<file path="src/rtl/uart_rx_fifo_ctrl.sv">
// Receive-side FIFO controller: buffers received characters, drives rts_n flow control,
// keeps sticky overrun/parity status and raises level, timeout and error interrupts.
module uart_rx_fifo_ctrl #(
    parameter int unsigned DEPTH         = 16,
    parameter int unsigned DATA_W        = 8,
    parameter int unsigned TIMEOUT_TICKS = 640,
    localparam int unsigned AW           = $clog2(DEPTH)
) (
    input  logic              clk,
    input  logic              rst_n,
    input  logic              rx_tick_i,
    input  logic              rx_done_i,
    input  logic              parity_error_i,
    input  logic [31:0]       rx_data_i,
    input  logic              rx_en_i,
    input  logic              flush_i,
    input  logic              clr_status_i,
    input  logic [AW:0]       irq_thresh_i,
    input  logic [AW:0]       rts_thresh_i,
    input  logic              rd_en_i,
    output logic [DATA_W-1:0] rd_data_o,
    output logic              rd_perr_o,
    output logic [AW:0]       level_o,
    output logic              empty_o,
    output logic              full_o,
    output logic              overrun_o,
    output logic              perr_o,
    output logic              rts_n_o,
    output logic              irq_level_o,
    output logic              irq_timeout_o,
    output logic              irq_err_o,
    output logic              irq_o
);

    localparam int unsigned CW = $clog2(TIMEOUT_TICKS + 1);
    localparam logic [CW-1:0] CNT_MAX = CW'(TIMEOUT_TICKS - 1);

    localparam logic [1:0] ST_IDLE    = 2'd0;
    localparam logic [1:0] ST_COUNT   = 2'd1;
    localparam logic [1:0] ST_EXPIRED = 2'd2;

    logic [DATA_W:0]   r_mem [DEPTH];
    logic [AW-1:0]     r_wptr;
    logic [AW-1:0]     r_rptr;
    logic [AW:0]       r_level;
    logic              r_empty;
    logic              r_full;
    logic              r_overrun;
    logic              r_perr;
    logic              r_rts_n;
    logic              r_irq_level;
    logic [1:0]        r_state;
    logic [CW-1:0]     r_cnt;

    logic              w_push;
    logic              w_pop;
    logic              w_overrun_set;
    logic [AW:0]       w_level_next;
    logic [1:0]        w_state_next;
    logic [CW-1:0]     w_cnt_next;
    logic [DATA_W:0]   w_head;
    logic              w_unused_data;

    assign w_unused_data = ^rx_data_i;

    // A push into a full FIFO is legal when a pop frees the head slot in the same cycle.
    assign w_push        = rx_done_i & rx_en_i & (~r_full | rd_en_i);
    assign w_pop         = rd_en_i & ~r_empty;
    assign w_overrun_set = rx_done_i & rx_en_i & r_full & ~rd_en_i;

    always_comb begin
        w_level_next = r_level;
        if (flush_i) begin
            w_level_next = '0;
        end else if (w_push && !w_pop) begin
            w_level_next = r_level + (AW+1)'(1);
        end else if (w_pop && !w_push) begin
            w_level_next = r_level - (AW+1)'(1);
        end
    end

    always_ff @(posedge clk) begin
        if (w_push && !flush_i) begin
            r_mem[r_wptr] <= {parity_error_i, rx_data_i[DATA_W-1:0]};
        end
    end

    always_ff @(posedge clk or negedge rst_n) begin
        if (!rst_n) begin
            r_wptr      <= '0;
            r_rptr      <= '0;
            r_level     <= '0;
            r_empty     <= 1'b1;
            r_full      <= 1'b0;
            r_rts_n     <= 1'b1;
            r_irq_level <= 1'b0;
        end else begin
            if (flush_i) begin
                r_wptr <= '0;
                r_rptr <= '0;
            end else begin
                if (w_push) r_wptr <= r_wptr + AW'(1);
                if (w_pop)  r_rptr <= r_rptr + AW'(1);
            end
            r_level     <= w_level_next;
            r_empty     <= (w_level_next == '0);
            r_full      <= (w_level_next == (AW+1)'(DEPTH));
            r_rts_n     <= (w_level_next >= rts_thresh_i);
            r_irq_level <= (irq_thresh_i != '0) && (w_level_next >= irq_thresh_i);
        end
    end

    // A set in the same cycle as a clear wins, so no event is lost.
    always_ff @(posedge clk or negedge rst_n) begin
        if (!rst_n) begin
            r_overrun <= 1'b0;
            r_perr    <= 1'b0;
        end else begin
            r_overrun <= w_overrun_set | (r_overrun & ~clr_status_i);
            r_perr    <= (w_push & parity_error_i) | (r_perr & ~clr_status_i);
        end
    end

    always_comb begin
        w_state_next = r_state;
        w_cnt_next   = r_cnt;
        if (flush_i) begin
            w_state_next = ST_IDLE;
            w_cnt_next   = '0;
        end else begin
            case (r_state)
                ST_IDLE: begin
                    w_cnt_next = '0;
                    if (w_level_next != '0) w_state_next = ST_COUNT;
                end
                ST_COUNT: begin
                    if (w_level_next == '0) begin
                        w_state_next = ST_IDLE;
                        w_cnt_next   = '0;
                    end else if (w_push || w_pop) begin
                        w_cnt_next = '0;
                    end else if (rx_tick_i) begin
                        if (r_cnt == CNT_MAX) begin
                            w_state_next = ST_EXPIRED;
                            w_cnt_next   = '0;
                        end else begin
                            w_cnt_next = r_cnt + CW'(1);
                        end
                    end
                end
                ST_EXPIRED: begin
                    if (w_pop) begin
                        w_cnt_next   = '0;
                        w_state_next = (w_level_next == '0) ? ST_IDLE : ST_COUNT;
                    end else if (w_push) begin
                        w_cnt_next   = '0;
                        w_state_next = ST_COUNT;
                    end
                end
                default: begin
                    w_state_next = ST_IDLE;
                    w_cnt_next   = '0;
                end
            endcase
        end
    end

    always_ff @(posedge clk or negedge rst_n) begin
        if (!rst_n) begin
            r_state <= ST_IDLE;
            r_cnt   <= '0;
        end else begin
            r_state <= w_state_next;
            r_cnt   <= w_cnt_next;
        end
    end

    assign w_head        = r_mem[r_rptr];
    assign rd_data_o     = r_empty ? '0 : w_head[DATA_W-1:0];
    assign rd_perr_o     = r_empty ? 1'b0 : w_head[DATA_W];
    assign level_o       = r_level;
    assign empty_o       = r_empty;
    assign full_o        = r_full;
    assign overrun_o     = r_overrun;
    assign perr_o        = r_perr;
    assign rts_n_o       = r_rts_n;
    assign irq_level_o   = r_irq_level;
    assign irq_timeout_o = (r_state == ST_EXPIRED);
    assign irq_err_o     = r_overrun | r_perr;
    assign irq_o         = r_irq_level | irq_timeout_o | irq_err_o;

endmodule
</file>
<file path="config.mk">
export PLATFORM = sky130hd
export DESIGN_NAME = uart_rx_fifo_ctrl
export DESIGN_NICKNAME = d
export VERILOG_FILES = /design/src/rtl/uart_rx_fifo_ctrl.sv
export SDC_FILE = /design/constraint.sdc
export NUM_CORES = 1
export LEC_CHECK = 0
export ABC_AREA = 1
export BUFFER_PORTS_ARGS = -buffer_cell sky130_fd_sc_hd__buf_4
export CAP_MARGIN = 20
export CORE_ASPECT_RATIO = 1.2
export CORE_MARGIN = 1.5
export CORE_UTILIZATION = 54
export DETAILED_ROUTE_END_ITERATION = 6
export PLACE_DENSITY = 0.76
export SLEW_MARGIN = 25
export SYNTH_ARGS = -nofsm -noshare
export SYNTH_HDL_FRONTEND = slang
export SYNTH_SLANG_ARGS = --single-unit
export TNS_END_PERCENT = 20
</file>
<file path="constraint.sdc">
create_clock -name clk -period 2.3 [get_ports clk]
set_clock_uncertainty 0.2 [all_clocks]
set_input_delay 0.115 -clock clk [delete_from_list [all_inputs] [get_ports clk]]
set_output_delay 0.115 -clock clk [all_outputs]
set_load 0.02 [all_outputs]
</file>
# After elaboration in Yosys (flattened, before gate mapping)

Memories as Yosys holds them, arrays and structs flattened.
Cells that the tools add are included.

$add $sub $neg: 5
Multiply operators: 0
Divide/modulo/power cells: 0
$lt $le $gt $ge: 2
Eq/ne operators: 10
Shifts and indexed selects: 0
Mux-type cells: 29
Bitwise logic cells: 18
Reductions and logical operators: 16

Operators by type and width:

| kind                                                               | number |
|---|---|
| 10-bit 2-to-1 mux                                                  | 7 |
| 10-bit one-hot mux with 2 select lines                             | 1 |
| 2-bit 2-to-1 mux                                                   | 8 |
| 4-bit 2-to-1 mux                                                   | 4 |
| 5-bit 2-to-1 mux                                                   | 3 |
| 4-bit != test, second input constant                               | 3 |
| 10-bit by 1-bit adder with 10-bit output, second input constant    | 1 |
| 10-bit equality test, second input constant                        | 1 |
| 5-bit >= comparator                                                | 2 |
| 5-bit nonzero test                                                 | 2 |
| 4-bit by 1-bit adder with 4-bit output, second input constant      | 2 |
| 1-bit bitwise AND                                                  | 8 |
| 8-bit 2-to-1 mux                                                   | 1 |
| 1-bit bitwise OR                                                   | 6 |
| 2-bit one-hot mux with 3 select lines                              | 1 |
| 5-bit by 1-bit adder with 5-bit output, second input constant      | 1 |
| 5-bit equality test, second input constant                         | 1 |
| 5-bit logical NOT                                                  | 1 |
| 5-bit != test, second input constant                               | 1 |
| 5-bit AND reduction                                                | 1 |
| 5-bit by 1-bit subtractor with 5-bit output, second input constant | 1 |
| 1-bit logical AND                                                  | 4 |
| 1-bit 2-to-1 mux                                                   | 4 |
| 4-bit by 2-bit != test with 1-bit output, second input constant    | 1 |
| 9 further kinds                                                    | 15 |

Flip-flop bits (word level): 31
Bits in latches: 0
Bits in writable memories: 144
Memory bits (read-only): 0
Output and inout bits: 23
Memories: 1

Memory list:

| memory | words | bits a word | read ports | clocked after Yosys merged registers in | write ports | line | RTL |
|---|---|---|---|---|---|---|---|
| r_mem  | 16    | 9           | 1          | 0                                       | 1           | 42   | `logic [DATA_W:0] r_mem [DEPTH];` |

# Depth between registers and ports, before layout

Depth after elaboration: 13
Mapped depth: 17
Gate-level depth less buffers: 17

# Worst setup path before layout

OpenSTA, ideal clock, no wires.

Path kind: flip-flop to flip-flop
From: register r_empty (netlist: empty_o)
To: register r_irq_level (netlist: irq_level_o)
Data arrival time: 2031 ps
Setup slack: -59 ps
Cell stages (with the launch flop): 15
Path buffers: 1
Period minus slack after synthesis: 2359 ps
Cell sequence: dfstp_2 > buf_6 > inv_4 > nand2_4 > nand3_4 > nand3_1 > nand3_4 > ha_1 > inv_1 > nand2_1 > a21oi_1 > o21bai_1 > a21o_1 > a21oi_1 > a21oi_1

Cells in the longest elaborated chain, start to end: 8
Elaborated cells on any way between the ends: 10

Ends and longest elaborated chain:

| element                                                | line   | RTL |
|---|---|---|
| start, declared                                        | 46     | `logic r_empty;` |
| start signal, assigned                                 | 106    | `r_empty <= (w_level_next == '0);` |
| 1-bit NOT (*)                                          | 68     | `assign w_pop = rd_en_i & ~r_empty;` |
| 1-bit bitwise AND (*)                                  | 68     |  |
| 1-bit logical AND or 1-bit logical NOT (tied branches) | 77, 75 |  |
| 5-bit 2-to-1 mux or 1-bit logical AND (tied branches)  | 77, 75 |  |
| 5-bit 2-to-1 mux (*)                                   | 75     | `end else if (w_push && !w_pop) begin` |
| 5-bit 2-to-1 mux (*)                                   | 73     | `if (flush_i) begin` |
| 5-bit >= comparator (*)                                | 109    | `r_irq_level <= (irq_thresh_i != '0) && (w_level_next >= irq_thresh_i);` |
| 1-bit logical AND (*)                                  | 109    |  |
| end signal, assigned                                   | 109    |  |
| end, declared                                          | 51     | `logic r_irq_level;` |

Mark *: on every way between the ends. The rest lies on a longest branch, timed or not.
A chain may end at the register's enable or synchronous reset.

# Worst setup path after layout

From: register r_rptr[0]
To: output port rd_data_o[7]

Cells in the longest elaborated chain, start to end: 2

Ends and longest elaborated chain:

| element                | line | RTL |
|---|---|---|
| start, declared        | 44   | `logic [AW-1:0] r_rptr;` |
| start signal, assigned | 103  | `if (w_pop) r_rptr <= r_rptr + AW'(1);` |
| memory read 16 x 9 bit | n/a  |  |
| 8-bit 2-to-1 mux       | 179  | `assign rd_data_o = r_empty ? '0 : w_head[DATA_W-1:0];` |
| end, declared          | 21   | `output logic [DATA_W-1:0] rd_data_o,` |

No other way between the ends.

==> metrics.txt <==
area leader, netlist edfxtp_1; Nets 878; crit path capture type primary output; 1st-iter DRT viols 583; # DRC 0; RSZ-0062 raised after global routing true; setup TNS -377.3 ps; vias in the first global route 5949; VDD IR max 0.5356 mV; dpl cells 934; initial antenna violation count 0; CTS tree done; CTS max path bufs 2; CP Launch Type flip-flop; Distinct cells, synth 38; Post-DP HPWL 12000 um; worst setup margin -73.71 ps; clock root buffer clkbuf_16; H-tree Lvls 4; WP data arrival 2060 ps; CTS Buf Count 17; Vias 5912; total track usage 27.31%; PwrDens 903.3 nW/um^2; Peak Freq 0.4213 GHz; syn nets 767; die width 113.7 um; pre-CTS setup slack 4.222 ps; Power Total 8.937 mW; Net Switching 2.818 mW; share of synthesized registers carrying an async set or reset 17.71%; WHS 27.02 ps; Slew headroom 67.02%; die area 15440 um^2; Initial Util 55.29%; first-pass GRT wire length 31050 um; worst hold-check path type in2reg; Boundary Pins 74; clock sink total 175; worst path required time 1990 ps; Syn. warnings 0; Antenna Nets Post-Route 0; failing checks negative setup slack; Final Hold Viols 0; Final Cycle Share 103.2%; Synth area leaders edfxtp_1, dfrtp_1, nor2_1; Ant. Diodes 0; WS Path Type reg2out; Synth top area share 54.49%; port bufs 49; global route total overflow 0; Pint 6.119 mW; sequential share of power 40.5%; Min Clock Period, post-route 2374 ps; Max Cap Viol 0; EDFF count, synth 144; critical path peak fanout 6; worst-skew pair later-pin latency 430 ps; sequential area share after synthesis 64.29%; Site Rows 48; WL final 20240 um; Clock Pin Slew Worst Setup and Hold Paths 60 ps; main flop type after synthesis edfxtp_1; # setup viols final 7; power share of the combinational group 28.3%; Final Max Tran Viols 0; vias per std cell 5.930; clock network fraction of design power 31.2%; fill cell count 957; pin count of the biggest net entering global routing 34; pin slew with the least headroom to its limit 490.2 ps; Synth Register Bits 175; area grow syn2layout 24.66%; Final GP Congestion 0.8333; LEAKAGE 3.870 nW; switching share of power 31.53%; cell area after synthesis 7936 um^2; Finished Layout Cells 997; layout cells sized above 1 24.70%; die height 135.8 um; DRT Pass-1 Iters 5; Core Footprint 14350 um^2; average routed wire per standard cell 20.30 um; outcome finished, violations left; Syn Inst Count 698; Synth Area per Inst 11.37 um^2
logic make-up after synthesis:
kind of cell    share of synthesized area [%]
simple gates                            16.32
fa+ha+maj                               2.838
buf+inv                                 4.540
compound gates                          11.57
xor+xnor                               0.4414
flops                                   64.29
power groups by stage:
stage | Combinational, mW | Clock, mW | Sequential [mW]
after global routing | 2.72 | 2.95 | 3.63
after floorplan | 1.30 | 0 | 3.71
after global placement | 2.03 | 0 | 3.67
after detailed placement | 2.10 | 0 | 3.67
after CTS | 2.26 | 2.80 | 3.61
final | 2.53 | 2.79 | 3.62
critical path, cell delays in order, from the launching register on:
cell	delay, ps
dfrtp_2	460
clkinv_4	120
buf_12	120
clkbuf_16	150
nor2_1	40
o22ai_1	260
o211ai_1	120
a21oi_1	190
buf_4	160
sequential cells by signal (all words and copies together) (netlist names):
name         flops
irq_level_o      1
r_cnt           10
r_wptr           4
empty_o          1
r_rptr           4
overrun_o        1
rts_n_o          1
r_mem          144
perr_o           1
level_o          5
full_o           1
r_state          2
final cells by class:
type | instances | area [um^2] | share of cell area (%)
sequential | 175 | 5105 | 51.60
multi-input combinational | 435 | 2595 | 26.23
timing repair buffer | 123 | 1184 | 11.96
clock buffer | 17 | 425.4 | 4.300
inverter | 57 | 222.7 | 2.251
tap | 175 | 219.0 | 2.213
clock inverter | 15 | 142.6 | 1.442
cells in the mapped netlist (2+ instances only):
cell      number
o22ai_1       11
o21ai_1        2
nand3_1       25
clkbuf_1      28
or2_2          3
nand2_2        4
nand4_1        6
o211ai_1      10
dfstp_2        2
nand2_4        7
nor2_1       112
nand2_1       64
nand3_4        3
nand3b_1       3
inv_1         51
nand3_2       14
o221ai_1      26
o21bai_1       3
nor2_4         5
dfrtp_1       29
inv_2          4
o21ai_0       79
ha_1          18
nor4_1         4
xor2_1         4
a21oi_1       19
nor3_1         8
edfxtp_1     144
metal layers:
metal / track usage, % / routed length, um / vias to the layer above
met5: 0 / 0 / -
met4: 10.56 / 495 / 0
met3: 6.846 / 1582 / 46
met2: 48.23 / 10680 / 320
met1: 32.05 / 7478 / 2814
li1: - / - / 2732
stage by stage:
| step | utilization (%) | area [um^2] |
|---|---|---|
| floorplan | - | 7943 |
| finish | 68.92 | 9893 |
| detailed placement | 60.77 | 8722 |
| global placement | 60.77 | 8722 |
| global route | 68.92 | 9893 |
| CTS | 67.11 | 9633 |
what timing repair did:
item,4_1_cts,5_1_grt
buffers inserted,1,2
gates resized for setup,14,42
pin swaps,7,24
hold endpoints to repair,185,0
endpoints found under the setup margin,9,23
hold buffers,22,0
cloned,2,4
cells in the final DEF (no fill, tap or decap), types with 6 or more instances in the layout:
cell type and count:
clkbuf_16 21, a21oi_1 13, nand4_1 6, inv_1 48
nor3_1 8, o211ai_1 10, nand3_1 24, buf_12 6
o22ai_1 10, nor2_1 110, nand2_1 64, dlygate4sd3_1 21
ha_1 16, nand3_2 15, edfxtp_1 144, buf_4 86
o21ai_0 71, a21oi_2 7, dfrtp_1 27, inv_2 6
o221ai_1 21
path summary, 6_finish.rpt:
check                          start            to  slack, ps  cells after the start
setup / recovery           r_rptr[0]  rd_data_o[7]        -70                      8
hold / removal               rx_en_i     r_wptr[1]         30                      6
setup reg to reg             empty_o   irq_level_o         50                     13
hold reg to reg            r_wptr[3]     r_wptr[3]        320                      1
max in group asynchronous      rst_n    level_o[0]       1170                      4
min in group asynchronous      rst_n      r_cnt[2]        540                      4
(Power assumes the default switching activity.)
